### src/rtl/bc0_bist_pkg.sv
// Shared widths, tap masks and state encoding for the bc0 BIST controller.
package bc0_bist_pkg;

   localparam int X_W   = 26;
   localparam int Z_W   = 11;
   localparam int CNT_W = 16;

   // Feedback masks: LFSR taps x25^x5^x1^x0, MISR taps m10^m8.
   localparam logic [X_W-1:0] LFSR_TAPS = 26'h2000023;
   localparam logic [Z_W-1:0] MISR_TAPS = 11'h500;

   typedef enum logic [1:0] {
      ST_IDLE    = 2'd0,
      ST_RUN     = 2'd1,
      ST_COMPARE = 2'd2,
      ST_DONE    = 2'd3
   } bist_state_e;

   function automatic logic [Z_W-1:0] misr_step(input logic [Z_W-1:0] sig,
                                                input logic [Z_W-1:0] resp);
      return {sig[Z_W-2:0], ^(sig & MISR_TAPS)} ^ resp;
   endfunction

endpackage

### src/rtl/bc0_bist_lfsr.sv
// One combinational step of the 26-bit stimulus LFSR (shift left, feedback into bit 0).
module bc0_bist_lfsr
   import bc0_bist_pkg::*;
(
   input  logic [X_W-1:0] x_cur,
   output logic [X_W-1:0] x_nxt
);

   assign x_nxt = {x_cur[X_W-2:0], ^(x_cur & LFSR_TAPS)};

endmodule

### src/rtl/bc0_bist_ctrl.sv
// BIST sequencer for the combinational bc0 block: LFSR stimulus, MISR compaction,
// single-cycle golden-signature compare.
//
// state      | meaning
// -----------+------------------------------------------------------------
// ST_IDLE    | waiting for start; outputs hold last signature/count
// ST_RUN     | one vector per cycle, response folded into MISR same cycle
// ST_COMPARE | one cycle: latch pass = (MISR == GOLDEN_SIG)
// ST_DONE    | results held until start, abort or reset
module bc0_bist_ctrl
   import bc0_bist_pkg::*;
#(
   parameter int unsigned      NUM_PATTERNS = 1024,
   parameter logic [X_W-1:0]   SEED         = 26'h0000001,
   parameter logic [Z_W-1:0]   GOLDEN_SIG   = 11'h000
)
(
   input  logic               clk,
   input  logic               rst_n,
   input  logic               start,
   input  logic               abort,
   output logic [X_W-1:0]     x_out,
   input  logic [Z_W-1:0]     z_in,
   output logic               busy,
   output logic               done,
   output logic               pass,
   output logic [Z_W-1:0]     signature,
   output logic [CNT_W-1:0]   pattern_count
);

   // An all-zero seed would lock the LFSR.
   localparam logic [X_W-1:0]   SEED_EFF = (SEED == '0) ? X_W'(1) : SEED;
   localparam logic [CNT_W-1:0] LAST_CNT = CNT_W'(NUM_PATTERNS - 1);

   bist_state_e       state_q, state_d;
   logic [X_W-1:0]    x_q, x_d, x_step;
   logic [Z_W-1:0]    misr_q, misr_d;
   logic [CNT_W-1:0]  cnt_q, cnt_d;
   logic [CNT_W-1:0]  remain_q, remain_d;
   logic              pass_q, pass_d;
   logic              load;

   bc0_bist_lfsr u_lfsr (
      .x_cur (x_q),
      .x_nxt (x_step)
   );

   always_comb begin
      state_d  = state_q;
      x_d      = x_q;
      misr_d   = misr_q;
      cnt_d    = cnt_q;
      remain_d = remain_q;
      pass_d   = pass_q;
      load     = 1'b0;

      case (state_q)
         ST_IDLE: begin
            load = start;
         end
         ST_RUN: begin
            if (abort) begin
               state_d = ST_IDLE;
               pass_d  = 1'b0;
            end else begin
               misr_d   = misr_step(misr_q, z_in);
               x_d      = x_step;
               cnt_d    = cnt_q + CNT_W'(1);
               remain_d = remain_q - CNT_W'(1);
               if (remain_q == '0) state_d = ST_COMPARE;
            end
         end
         ST_COMPARE: begin
            if (abort) begin
               state_d = ST_IDLE;
               pass_d  = 1'b0;
            end else begin
               pass_d  = (misr_q == GOLDEN_SIG);
               state_d = ST_DONE;
            end
         end
         ST_DONE: begin
            if (abort) begin
               state_d = ST_IDLE;
               pass_d  = 1'b0;
            end else begin
               load = start;
            end
         end
         default: state_d = ST_IDLE;
      endcase

      if (load) begin
         state_d  = ST_RUN;
         x_d      = SEED_EFF;
         misr_d   = '0;
         cnt_d    = '0;
         remain_d = LAST_CNT;
         pass_d   = 1'b0;
      end
   end

   always_ff @(posedge clk) begin
      if (!rst_n) begin
         state_q  <= ST_IDLE;
         x_q      <= '0;
         misr_q   <= '0;
         cnt_q    <= '0;
         remain_q <= '0;
         pass_q   <= 1'b0;
      end else begin
         state_q  <= state_d;
         x_q      <= x_d;
         misr_q   <= misr_d;
         cnt_q    <= cnt_d;
         remain_q <= remain_d;
         pass_q   <= pass_d;
      end
   end

   assign x_out         = x_q;
   assign signature     = misr_q;
   assign pattern_count = cnt_q;
   assign pass          = pass_q;
   assign busy          = (state_q == ST_RUN) || (state_q == ST_COMPARE);
   assign done          = (state_q == ST_DONE);

endmodule

### config.mk
export PLATFORM = sky130hd
export DESIGN_NAME = bc0_bist_ctrl
export DESIGN_NICKNAME = d
export VERILOG_FILES = /design/src/rtl/bc0_bist_pkg.sv /design/src/rtl/bc0_bist_lfsr.sv /design/src/rtl/bc0_bist_ctrl.sv
export SDC_FILE = /design/constraint.sdc
export NUM_CORES = 1
export LEC_CHECK = 0
export CORE_MARGIN = 2
export CORE_UTILIZATION = 30
export CTS_BUF_LIST = sky130_fd_sc_hd__clkbuf_4
export CTS_CLUSTER_DIAMETER = 200
export DETAILED_ROUTE_END_ITERATION = 8
export PLACE_DENSITY = 0.53
export SYNTH_ARGS = -nofsm -noshare
export SYNTH_HDL_FRONTEND = slang
export SYNTH_SLANG_ARGS = --single-unit
### constraint.sdc
create_clock -name clk -period 2.11 [get_ports clk]
set_input_delay 0.3165 -clock clk [delete_from_list [all_inputs] [get_ports clk]]
set_output_delay 0.3165 -clock clk [all_outputs]
set_load 0.005 [all_outputs]
# Word level (Yosys, flattened, before mapping)
# Index checks and enable logic that the tools add are counted.
# word_totals
reg_bits	72
output_inout_bits	56
inputBits	15
wordCells	57
# classes
n_eq_ne	9
bitwise	3
reduce_logical	17
addsub	2
n_mux	17
# op_table
op	n
10-bit two-way mux	3
26-bit XOR reduction	1
16-bit by 1-bit adder with 16-bit output, second input constant	1
16-bit logical NOT	1
16-bit by 1-bit subtractor with 16-bit output, second input constant	1
11-bit logical NOT	1
11-bit XOR reduction	1
11-bit bitwise XOR	1
2-bit two-way mux	4
1-bit two-way mux	7
2-bit one-hot mux with 3 select lines	1
2-bit AND reduction	3
3-bit AND reduction	2
2-bit equality test, second input constant	2
2-bit by 1-bit inequality test with 1-bit output, second input constant	2
4-bit inequality test, second input constant	1
1-bit one-hot mux with 2 select lines	2
2-bit nonzero test	2
4-bit nonzero test	1
2-bit OR reduction	2
3-bit by 2-bit inequality test with 1-bit output, second input constant	1
3-bit inequality test, second input constant	1
3-bit nonzero test	1
2-bit by 1-bit equality test with 1-bit output, second input constant	1
4 further kinds	5

# Depth between registers and ports, before layout
# Gate-level depths: netlist (run 1).
# logic_depth
word_depth	5
ltp_mapped	8
depth_no_buf	6

# By module
# A second synthesis (run 1) with hierarchy kept.
# unflattened
hier_cells	393
area_unflattened_um2	3367.0
# modules_own_cells
mod	cells_per_inst	n_inst	area_per_inst_um2	seq_area_each_um2
bc0_bist_ctrl	365	1	3153.0	1441.4
bc0_bist_lfsr	28	1	214.0	0.0

# Least setup slack after synthesis (run 1)
# Ideal clock, no wire load.
# synth_timing
kind	register to register
start	register state_q[0]
end	register pass_q (netlist: pass)
synth_period_minus_slack_ns	1.733
setup_time_ns	0.128
required_ns	1.982
stages_incl_launch_ff	9
arrival_ns	1.605
setup_slack_ns	0.377
n_path_buf	2
cell_sequence	dfxtp_1 -> inv_1 -> ha_1 -> nor2b_1 -> o21ai_0 -> nand2_1 -> buf_2 -> buf_1 -> nor2_1
# synth_between
elab_chain_len	4
elab_cells_between_ends	11
cone_classes	eq/ne: 4; mux: 2; reduce/logical: 5
# synth_lines
item	line	source
start: declaration	bc0_bist_ctrl.sv:35	bist_state_e state_q, state_d;
start signal: assignment	bc0_bist_ctrl.sv:112	state_q <= state_d;
2-bit equality test / 2-bit by 1-bit equality test with 1-bit output (equally long branches)	bc0_bist_ctrl.sv:57	case (state_q)
2-bit OR reduction (no source line)	--	
2-bit by 1-bit inequality test with 1-bit output (no source line) / 2-bit nonzero test (equally long branches)	--	
2-bit AND reduction (no source line)	--	
end signal: assignment	bc0_bist_ctrl.sv:117	pass_q <= pass_d;
end: declaration	bc0_bist_ctrl.sv:40	logic pass_q, pass_d;
# Parallel ways exist; a longest one is shown, timed or not.
# A chain may end at the register's enable or synchronous reset.

# Final worst setup path (run 1)
# layout_timing
start	register state_q[0]
end	output port busy
# layout_between
elab_chain_len	2
elab_cells_between_ends	3
cone_classes	eq/ne: 2; reduce/logical: 1
# layout_lines
item	line	source
2-bit by 1-bit equality test with 1-bit output / 2-bit equality test (equally long branches)	bc0_bist_ctrl.sv:125	assign busy = (state_q == ST_RUN) || (state_q == ST_COMPARE);
1-bit logical OR *	bc0_bist_ctrl.sv:125	
end: declaration	bc0_bist_ctrl.sv:24	output logic busy,
# Mark *: on every way between the ends. The rest lies on a longest branch, timed or not.

==> summary.md, run 1 <==
| Metric | Value |
|---|---|
| Status | `finished clean` |
| Ys Warns | `0` |
| GRT overflow | `0` |
| CTS Buf Count | `9` |
| Count of final setup violators | `0` |
| Buffers inserted by post-CTS timing repair | `0` |
| # fillers | `1,048` |
| Starting density of the core | `30.91%` |
| ANT cells | `0` |
| Number of hold buffers added after cts | `0` |
| CP Buf/Inv Count | `2` |
| CP Launch Type | `flip-flop` |
| Pins Over Slew Limit | `0` |
| Leakage | `0.001361 uW` |
| End of the worst register-to-register path | `remain_q[9]` |
| Top cell type by total area after synthesis | `dfxtp_1` |
| HPWL Detailed | `5.323 mm` |
| Delay-heaviest family, CP | `buffers and inverters` |
| RD Place Congestion | `0.8307` |
| Sequential area share after synthesis | `45.18%` |
| Setup_tns | `0 ns` |
| Vias | `2,771` |
| Post-route DRC | `0` |
| Critical path class | `reg -> out` |
| Worst path arrival time | `1.70 ns` |
| Final hold violation count | `0` |
| Worst slew pin tran | `0.4287 ns` |
| Number of H-tree levels | `3` |
| Multi-input gate area | `0.001644 sq mm` |
| Maxcap violations | `0` |
| Slowest CP cell | `clkdlybuf4s50_1` |
| Worst path depth | `3` |
| Final Skew | `0.01353 ns` |
| Flip-flop and latch count after synthesis | `72` |
| Synth async-reset ratio | `0%` |
| Fmax | `496.4 MHz` |
| Synth top area cells | `dfxtp_1 (45%), nand2_1 (7.2%), a21oi_1 (6.3%), xnor2_1 (5.8%), nor2_1 (3.8%)` |
| Layout cells sized above 1 | `8.844%` |
| I/O pins | `71` |
| Syn_area_per_cell | `8.717 sq um` |
| Initial antenna violation count | `0` |
| Final core occ | `40.88%` |
| Worst reg2reg path depth | `6` |
| Worst-path cell chain | `inv_1 > ha_4 > clkdlybuf4s50_1` |
| Prevailing post-synth register cell | `dfxtp_1` |
| Share of the synthesized area in the top cell type | `45.18%` |
| CTS tree | `done` |
| Worst Hold Class | `reg -> reg` |
| CTS Sinks | `72` |
| Worst-skew pair later-pin latency | `0.42 ns` |
| Post-Synthesis Cells | `366` |
| Total GRT Usage | `13.88%` |
| Pin count of the biggest net entering global routing | `38` |
| Core area | `0.01032 sq mm` |
| Critical Path End | `busy` |
| Final nets | `457` |
| Initial DRC Count | `155` |
| Worst Setup SP | `state_q[0]` |
| Die X | `107.1 microns` |
| Netlist cell types | `46` |
| Remaining antenna violation count | `0` |
| R2r setup slk | `0.21 ns` |
| Overall die height | `107.1 microns` |
| CP endpoint kind | `primary output` |
| CP max stage delay | `0.50 ns` |
| Root buf cell | `clkbuf_4` |
| Global-route wire length before repair | `12.77 mm` |
| Tmin final | `2.015 ns` |
| DR vias/cell | `4.802` |
| FF-to-FF Start | `state_q[1]` |
| Detailed-route wire length per cell | `13.29 microns` |
| Clock tree buffer depth | `2` |
| CP max FO | `4` |
| Vias in the first global route | `2,644` |
| Port-buffer cells | `70` |
| Period utilisation layout | `95.48%` |
| Seq. cell area | `0.001444 sq mm` |
| Rel. slew slack | `71.18%` |
| Cell area after synthesis | `0.003191 sq mm` |
| Syn_nets | `387` |
| RSZ-0062 raised after global routing | `no` |
| FP Rows | `37` |
| EDFF count, synth | `0` |
| Pwr per Cell Area | `965.5 mW/mm^2` |
| Worst vdd ir | `0.0003711 V` |
| Drt pass-1 iters | `4` |
| WL final | `7.670 mm` |
| Total die area | `0.01148 sq mm` |
| CP required | `1.79 ns` |
| Syn-to-layout area delta | `32.27%` |
| Clk slew on worst S/H paths | `0.13 ns` |
-- layer usage --
| metal | GRT usage [%] | routed length (microns) |
|---|---|---|
| met1 | 17.99 | 3629 |
| met2 | 22.29 | 3518 |
| met3 | 3.222 | 394 |
| met4 | 5.473 | 127 |
| met5 | 0 | 0 |
-- flip-flops by register name, indices dropped and copies added, names as in the netlist --
name / flops
x_out: 26
pattern_count: 16
remain_q: 16
signature: 11
state_q: 2
pass: 1
-- area by class of cell --
type | instances | area share [%]
clock inverter | 6 | 1.631
sequential | 72 | 34.21
timing repair buffer | 80 | 18.68
inverter | 8 | 0.7115
clock buffer | 10 | 1.779
tap | 136 | 4.032
multi-input combinational | 265 | 38.96
-- cells by family (layout without fill, tap and decap cells) --
group	count (synthesis)	in the layout	synth area share (%)
xor gates and xnor gates	35	35	10.04
AOI/OAI and AO/OA	66	66	12.59
and+or+nand+nor	153	153	24.39
muxes	5	5	1.569
DFF	72	72	45.18
adders and majority gates	6	6	2.353
buffers and inverters	29	104	3.882
-- worst min path at each step --
stage / slack (ns) / from / to / cells after the start
2_1_floorplan: 0.46 / remain_q[15] / remain_q[15] / 2
3_3_place_gp: 0.46 / x_out[15] / x_out[16] / 2
3_5_place_dp: 0.46 / x_out[8] / x_out[9] / 2
6_report: 0.46 / x_out[22] / x_out[23] / 2
5_1_grt: 0.50 / x_out[16] / x_out[16] / 2
4_1_cts: 0.47 / x_out[22] / x_out[23] / 2
-- where the power goes --
part / switching (uW) / total [uW] / internal, uW
combinational: 750 / 1400 / 652
clock: 522 / 903 / 381
sequential: 240 / 1770 / 1530
total: 1510 / 4070 / 2560
-- cell usage after synthesis, types with 6 or more instances --
cell / number
dfxtp_1: 72
nand2_1: 61
a21oi_1: 40
nor2_1: 32
xnor2_1: 21
xor2_1: 13
nand4_1: 11
a211oi_1: 10
nand3_1: 10
buf_1: 8
inv_1: 8
nor4_1: 7
buf_2: 6
clkbuf_1: 6
ha_1: 6
-- placed cells by master, fill, tap and decap left out, types with 5 or more instances in the layout --
cell type,synthesis,layout
or3_1,5,5
nor3_1,5,5
dfxtp_1,72,70
nor2_1,32,32
nor4_1,7,7
clkdlybuf4s50_1,0,70
buf_4,0,9
mux2i_1,5,5
a21oi_1,40,40
nand3b_1,5,5
xnor2_1,21,21
inv_1,8,8
xor2_1,13,13
clkbuf_4,0,10
nand3_1,10,10
a211oi_1,10,10
nand4_1,11,11
nand2_1,61,60
-- worst register-to-register path, cell delays in order (launching register included) --
cell     delay, ns
dfxtp_2       0.35
inv_1         0.15
ha_1          0.29
nor4b_4       0.31
nand3_2       0.16
or4_1         0.42
a31oi_1       0.16
-- timing repair --
action                     4_1_cts  5_1_grt
cloned                           0        0
setup endpoints to repair        1        2
resized for setup                2        2
-- per-stage QoR --
step                      hold WS, ns  worst slack, ns  cells  total power [uW]  instance area (sq um)
final                          0.4649          0.09530    577              4075                   4220
after global routing           0.5027          0.01341    577              4373                   4220
after CTS                      0.4650          0.02065    577              4123                   4217
after detailed placement       0.4634          0.09322    561              3175                   4059
after global placement         0.4582           0.1330    561              3166                   4059
after floorplan                0.4578           0.3769    366              2681                   3191
Note: power is estimated with default switching activity, not from simulation.
==> run 2, diff against run 1 <==
- CTS_CLUSTER_SIZE: unset -> 25
- GPL_ROUTABILITY_DRIVEN: unset -> 0
==> results of run 2 <==
No change in the layout: final DEF, timing and power equal those of run 1.
